$ cat config.mk
export PLATFORM = sky130hd
export DESIGN_NAME = mux_arb_mto1
export DESIGN_NICKNAME = d
export VERILOG_FILES = /design/src/rtl/mux_arb_mto1.sv
export SDC_FILE = /design/constraint.sdc
export NUM_CORES = 1
export LEC_CHECK = 0
export ABC_AREA = 1
export BUFFER_PORTS_ARGS = -buffer_cell sky130_fd_sc_hd__buf_2
export CAP_MARGIN = 25
export CORE_MARGIN = 3
export CORE_UTILIZATION = 48
export DETAILED_ROUTE_END_ITERATION = 7
export MAX_ROUTING_LAYER = met4
export PLACE_DENSITY = 0.82
export SKIP_CTS_REPAIR_TIMING = 1
export SYNTH_ARGS = -nofsm -noshare
export SYNTH_HDL_FRONTEND = slang
export SYNTH_SLANG_ARGS = --single-unit
$ cat constraint.sdc
create_clock -name clk -period 2.8 [get_ports clk]
set_input_delay 0.14 -clock clk [delete_from_list [all_inputs] [get_ports clk]]
set_output_delay 0.14 -clock clk [all_outputs]
set_load 0.01 [all_outputs]
$ cat src/rtl/mux_arb_mto1.sv
// Registered M-to-1 valid/ready mux with packet locking.
// The input is chosen by an external select or by round-robin, and the grant holds until that packet's last beat.
module mux_arb_mto1 #(
    parameter int N        = 8,
    parameter int M        = 4,
    parameter int S        = 2,
    parameter int ARB_MODE = 0
) (
    input  logic           clk,
    input  logic           rst,
    input  logic [M*N-1:0] in_data,
    input  logic [M-1:0]   in_valid,
    input  logic [M-1:0]   in_last,
    output logic [M-1:0]   in_ready,
    input  logic [S-1:0]   sel,
    output logic [N-1:0]   out_data,
    output logic           out_valid,
    output logic           out_last,
    output logic [S-1:0]   out_sel,
    input  logic           out_ready
);

    typedef enum logic {IDLE, LOCK} state_t;

    state_t       state_q, state_d;
    logic [S-1:0] gnt_q, gnt_d;
    logic [S-1:0] ptr_q, ptr_d;
    logic [N-1:0] outData_q, outData_d;
    logic         outValid_q, outValid_d;
    logic         outLast_q, outLast_d;
    logic [S-1:0] outSel_q, outSel_d;

    logic         candValid;
    logic [S-1:0] candIdx;
    logic [N-1:0] candData;
    logic         candLast;
    logic         space;
    logic         xfer;

    assign space = !outValid_q || out_ready;

    // In LOCK the grant is pinned; in IDLE the candidate comes from sel or a wrapping search from ptr.
    always_comb begin
        candValid = 1'b0;
        candIdx   = '0;
        if (state_q == LOCK) begin
            candValid = 1'b1;
            candIdx   = gnt_q;
        end else if (ARB_MODE == 0) begin
            for (int k = 0; k < M; k++) begin
                if (sel == S'(k) && in_valid[k]) begin
                    candValid = 1'b1;
                    candIdx   = S'(k);
                end
            end
        end else begin
            for (int i = 0; i < M; i++) begin
                for (int k = 0; k < M; k++) begin
                    if (!candValid && k == (int'(ptr_q) + i) % M && in_valid[k]) begin
                        candValid = 1'b1;
                        candIdx   = S'(k);
                    end
                end
            end
        end
    end

    always_comb begin
        in_ready = '0;
        candData = '0;
        candLast = 1'b0;
        for (int k = 0; k < M; k++) begin
            if (candIdx == S'(k)) begin
                in_ready[k] = space && candValid && !rst;
                candData    = in_data[N*k +: N];
                candLast    = in_last[k];
            end
        end
    end

    assign xfer = |(in_ready & in_valid);

    always_comb begin
        state_d    = state_q;
        gnt_d      = gnt_q;
        ptr_d      = ptr_q;
        outData_d  = outData_q;
        outValid_d = outValid_q;
        outLast_d  = outLast_q;
        outSel_d   = outSel_q;
        if (xfer) begin
            outData_d  = candData;
            outLast_d  = candLast;
            outSel_d   = candIdx;
            outValid_d = 1'b1;
            if (candLast) begin
                state_d = IDLE;
                if (ARB_MODE == 1) begin
                    ptr_d = (candIdx == S'(M-1)) ? '0 : candIdx + S'(1);
                end
            end else begin
                state_d = LOCK;
                gnt_d   = candIdx;
            end
        end else if (out_ready) begin
            outValid_d = 1'b0;
        end
    end

    always_ff @(posedge clk or posedge rst) begin
        if (rst) begin
            state_q    <= IDLE;
            gnt_q      <= '0;
            ptr_q      <= '0;
            outData_q  <= '0;
            outValid_q <= 1'b0;
            outLast_q  <= 1'b0;
            outSel_q   <= '0;
        end else begin
            state_q    <= state_d;
            gnt_q      <= gnt_d;
            ptr_q      <= ptr_d;
            outData_q  <= outData_d;
            outValid_q <= outValid_d;
            outLast_q  <= outLast_d;
            outSel_q   <= outSel_d;
        end
    end

    assign out_data  = outData_q;
    assign out_valid = outValid_q;
    assign out_last  = outLast_q;
    assign out_sel   = outSel_q;

endmodule

# Word level (Yosys, flattened, before mapping)
# Index checks and enable logic that the tools add are counted.
# classes
mux	24
eq_ne	6
n_bitwise	2
reduce_logical	14
# ops
op	n
8-bit two-way mux	4
1-bit two-way mux	17
2-bit == test, second input constant	4
1-bit logical AND	6
2-bit two-way mux	3
4-bit bitwise AND	1
2-bit by 1-bit == test with 1-bit output, second input constant	2
2-bit logical NOT	2
4-bit OR reduction	1
1-bit logical NOT	2
2-bit AND reduction	1
2-bit nonzero test	1
1-bit logical OR	1
1-bit NOT	1
# totals
wordCells	52
regBits	15
out_inout_bits	16
in_bits	45

# Logic depth before layout (Yosys ltp)
# depth
depth_word	13
depth_mapped	12
depth_no_buf	12

# Worst setup path after synthesis
# No wires, ideal clock.
# synth_timing
kind	reg-to-reg
startpoint	register state_q
endpoint	register outData_q[0], in the netlist out_data[0]
path_stages_with_launch	12
n_path_buf	1
setup_ns	0.121
synth_period_minus_slack_ns	1.555
required_ns	2.679
arrival_ns	1.434
slack_ns	1.245
path_cell_list	dfrtp_1 inv_2 or2_4 nand2_8 nand2_4 inv_4 nand3_2 nand2_4 nor2_8 buf_12 nand2_2 o21ai_2
# synth_between
elab_chain_len	6
word_cells_on_any_way	18
classes_between	3 x eq/ne; 10 x mux; 1 x bitwise; 4 x reduce/logical
# synth_lines
element	line	text
start, declared	25	state_t state_q, state_d;
start signal, assigned	120	state_q <= state_d;
2-bit two-way mux or 1-bit two-way mux (tied branches)	46	if (state_q == LOCK) begin
2-bit logical NOT or 1-bit logical AND (tied branches)	73, 74	
8-bit two-way mux or 1-bit logical AND (tied branches)	73, 74	
8-bit two-way mux or 1-bit two-way mux (tied branches)	73	if (candIdx == S'(k)) begin
8-bit two-way mux or 4-bit bitwise AND (tied branches)	73, 81	
8-bit two-way mux or 4-bit OR reduction (tied branches)	73, 81	
end signal, assigned	123	outData_q <= outData_d;
end, declared	28	logic [N-1:0] outData_q, outData_d;
# Parallel ways exist; a longest one is shown, timed or not.
# A chain may end at the register's enable or synchronous reset.

# Final worst setup path
# layout_timing
startpoint	input rst
endpoint	output in_ready[1]
# layout_between
elab_chain_len	3
# layout_lines
element	line	text
start, declared	10	input logic rst,
1-bit logical NOT (no line)	n/a	
1-bit logical AND	74	in_ready[k] = space && candValid && !rst;
1-bit two-way mux	73	
end, declared	14	output logic [M-1:0] in_ready,
# Every way passes these cells.

==> results.md <==
- Static leakage: between 0.0008 and 0.0009 µW
- Post-DR wirelength/cell: approximately 12 µm
- Endpoints failing setup: 0
- Number of inserted diodes: 0
- Vert. Die Dim: 54.97 µm
- Minimum clock period after layout: between 1500 and 2000 ps
- Starting DRC count in detailed routing: 16
- Post-route cell area: roughly 1500 µm²
- Aggregate global-route resource usage: about a fifth
- Clock Tree Buf Depth: 2
- Slew @ Worst Pin: 319.0 ps
- Unrepaired setup endpoints after global routing: false
- Die X: 54.97 µm
- Filler Cells Inserted: about 200
- Area Growth Syn to Fin: 31.20%
- Syn_nets: about 190
- Clock tree from TritonCTS: built
- Insertion delay of the later-clocked pin in the worst-skew pair: about 270 ps
- Pwr dens: slightly below 1000 nW/µm²
- Outcome: complete, no violations
- CTS H-tree depth: 1
- Initial antenna violation count: 0
- Number of clock buffers inserted by TritonCTS: 3
- Skew final: 1.218 ps
- IO buf count: 60
- Peak ir drop on the vdd network: approximately 0.75 mV
- Synth cell types: 22
- Critical Path RT: ~2700 ps
- Count of synthesis-stage warnings from yosys: 0
- Total global routing overflow: 0
- Weighted congestion reported at the end of routability-driven placement: 0.8248
- Share of the yosys chip area belonging to registers: about 33%
- Per-instance average area after synthesis: about 7.8 µm²
- Placement-stage cell area: between 1000 and 1500 µm²
- Cell chosen for the clock root: clkbuf_4
- Total wire length after detailed routing: between 2 and 3 mm
- Buffer and inverter count on the worst path: 6
- Number of remaining DRC errors: 0
- Total negative slack for setup checks: 0 ps
- Hold Fails Final Rpt: 0
- Number of instances in the synthesized netlist: approximately 150
- DRT Pass-1 Iters: 4
- Core region area: roughly 2200 µm²
- Number of ports placed on the die boundary: between 60 and 70
- Top achievable clock speed: approximately 520 MHz
- Effective utilization at floorplan: roughly half
- Worst hold path type: input pin to register
- Summed instance area of the synthesized netlist: 1151 µm²
- Number of register bits inferred by synthesis: 15
- Slack of the worst reg-to-reg path: between 1000 and 1500 ps
- Critical path peak fanout: 16
- Area occupied by registers: 375.4 µm²
- Post-layout net count: ~260
- CP delay by family, top: buffers and inverters
- Data arrival time of the worst path: 1770 ps
- Max cap viols: 0
- Count of nets left with antenna violations after detail routing: 0
- First-pass GRT wire length: between 4 and 5 mm
- Combined area of the multi-input logic cells: 711.9 µm²
- Number of global-route vias before repair: 1033
- Share of final-layout standard cells stronger than drive strength 1: between 40% and 50%
- Rel. slew slack: 78.73%
- Slowest cell delay on critical path: 530 ps
- Detailed placer's ending HPWL: around 2.5 mm
- Endpoint kind of the worst setup timing path: primary output
- Clock-pin slew on the worst setup and hold paths: around 80 ps
- Crit start category: input pin
- Type of the setup path with the least slack: input pin to primary output
- Pin count of the biggest net entering global routing: 20
- Via/cell ratio: around 5
- TritonCTS Sinks: 15
- Vias after detailed routing: approximately 1200
- Placement row count: 17
- CP Cell Sequence: dlygate4sd3_1 > buf_2 > inv_1 > buf_4 > nand2_1 > nor2_4 > inv_1 > nor3_1 > buf_2
- Critical-path top delay cell: dlygate4sd3_1
- Final period util: 68.29%
- Number of max-slew violations in the final report: 0
- Area of the die: between 3000 and 4000 µm²
placed cells by master, fill, tap and decap left out:
cell type	instances
o21ai_1	1
nor2_2	1
o21ai_2	4
buf_4	1
nand2_1	54
nand4_1	3
buf_2	60
nor2_4	2
or2_4	2
inv_2	3
nand2_4	3
a21oi_1	5
dfrtp_1	15
dlygate4sd3_1	1
inv_4	1
o21ai_0	4
inv_1	7
nor3_1	2
nand2_2	9
nor2_1	5
nand3_2	8
clkbuf_4	3
nor2_8	3
nand3_1	12
nand2_8	2
clkbuf_1	1
cell usage after synthesis, drive strengths merged:
library cell | instances | area (µm²)
nand2 | 68 | 332.8
nand3 | 20 | 140.1
dfrtp | 15 | 375.4
inv | 11 | 43.80
nor2 | 11 | 107.6
o21ai | 9 | 60.05
a21oi | 5 | 25.02
nand4 | 3 | 18.77
nor3 | 2 | 10.01
or2 | 2 | 17.52
buf | 1 | 20.02
layout make-up:
| cell class | instances | share of cell area, % |
|---|---|---|
| well taps | 28 | 2.320 |
| inverters | 11 | 2.900 |
| multi-input cells | 120 | 47.14 |
| clock buffers | 4 | 1.740 |
| flip-flops and latches | 15 | 24.85 |
| repair buffers | 62 | 21.04 |
worst paths after layout:
check                      startpoint           to  cells past startpoint
max                               rst  in_ready[1]                      9
min                         out_ready    out_valid                      4
max reg2reg                   state_q     gnt_q[1]                     10
min reg2reg                out_sel[1]   out_sel[1]                      2
max in group asynchronous         rst     gnt_q[1]                      4
min in group asynchronous         rst  out_data[0]                      4
stage by stage:
stage	util (%)	setup WS [ps]	power, µW	hold WS [ps]	std cells
6_report	67.62	887.8	1488	130.5	240
5_1_grt	67.62	720.5	1619	135.6	240
4_1_cts	67.17	1076	1496	-144.4	239
3_5_place_dp	65.99	1084	1376	158.5	235
3_3_place_gp	65.99	1179	1345	146.0	235
2_1_floorplan	-	1245	1140	49.68	147
tightest hold or removal path, cell delays in order:
cell     delay [ps]
buf_2            70
inv_1            30
nand2_1          70
nand2_1          60
metal layers:
layer | vias up | share of wire, % | global-route usage, % | wire, µm
met3 | 8 | 5.0 | 1.609 | 147
li1 | 605 | - | - | -
met4 | 0 | 2.2 | 8.502 | 65
met2 | 46 | 48 | 30.71 | 1414
met5 | - | 0 | - | 0
met1 | 559 | 45 | 29.22 | 1309
sequential cells by signal (all words and copies together) (netlist names):
signal	cells
out_last	1
state_q	1
gnt_q	2
out_sel	2
out_valid	1
out_data	8
report_power, final:
group,leakage [µW],internal (µW),switching (µW)
Clock,0.0000150,55.2,62.4
Combinational,0.000636,366,630
Sequential,0.000190,313,62.3
Total,0.000841,734,755
cells by family after synthesis:
family | after synthesis | synth area share, %
and+or+nand+nor | 106 | 54.46
DFF | 15 | 32.61
AOI/OAI and AO/OA | 14 | 7.390
buffers and inverters | 12 | 5.544
Note: power is estimated with default switching activity, not from simulation.
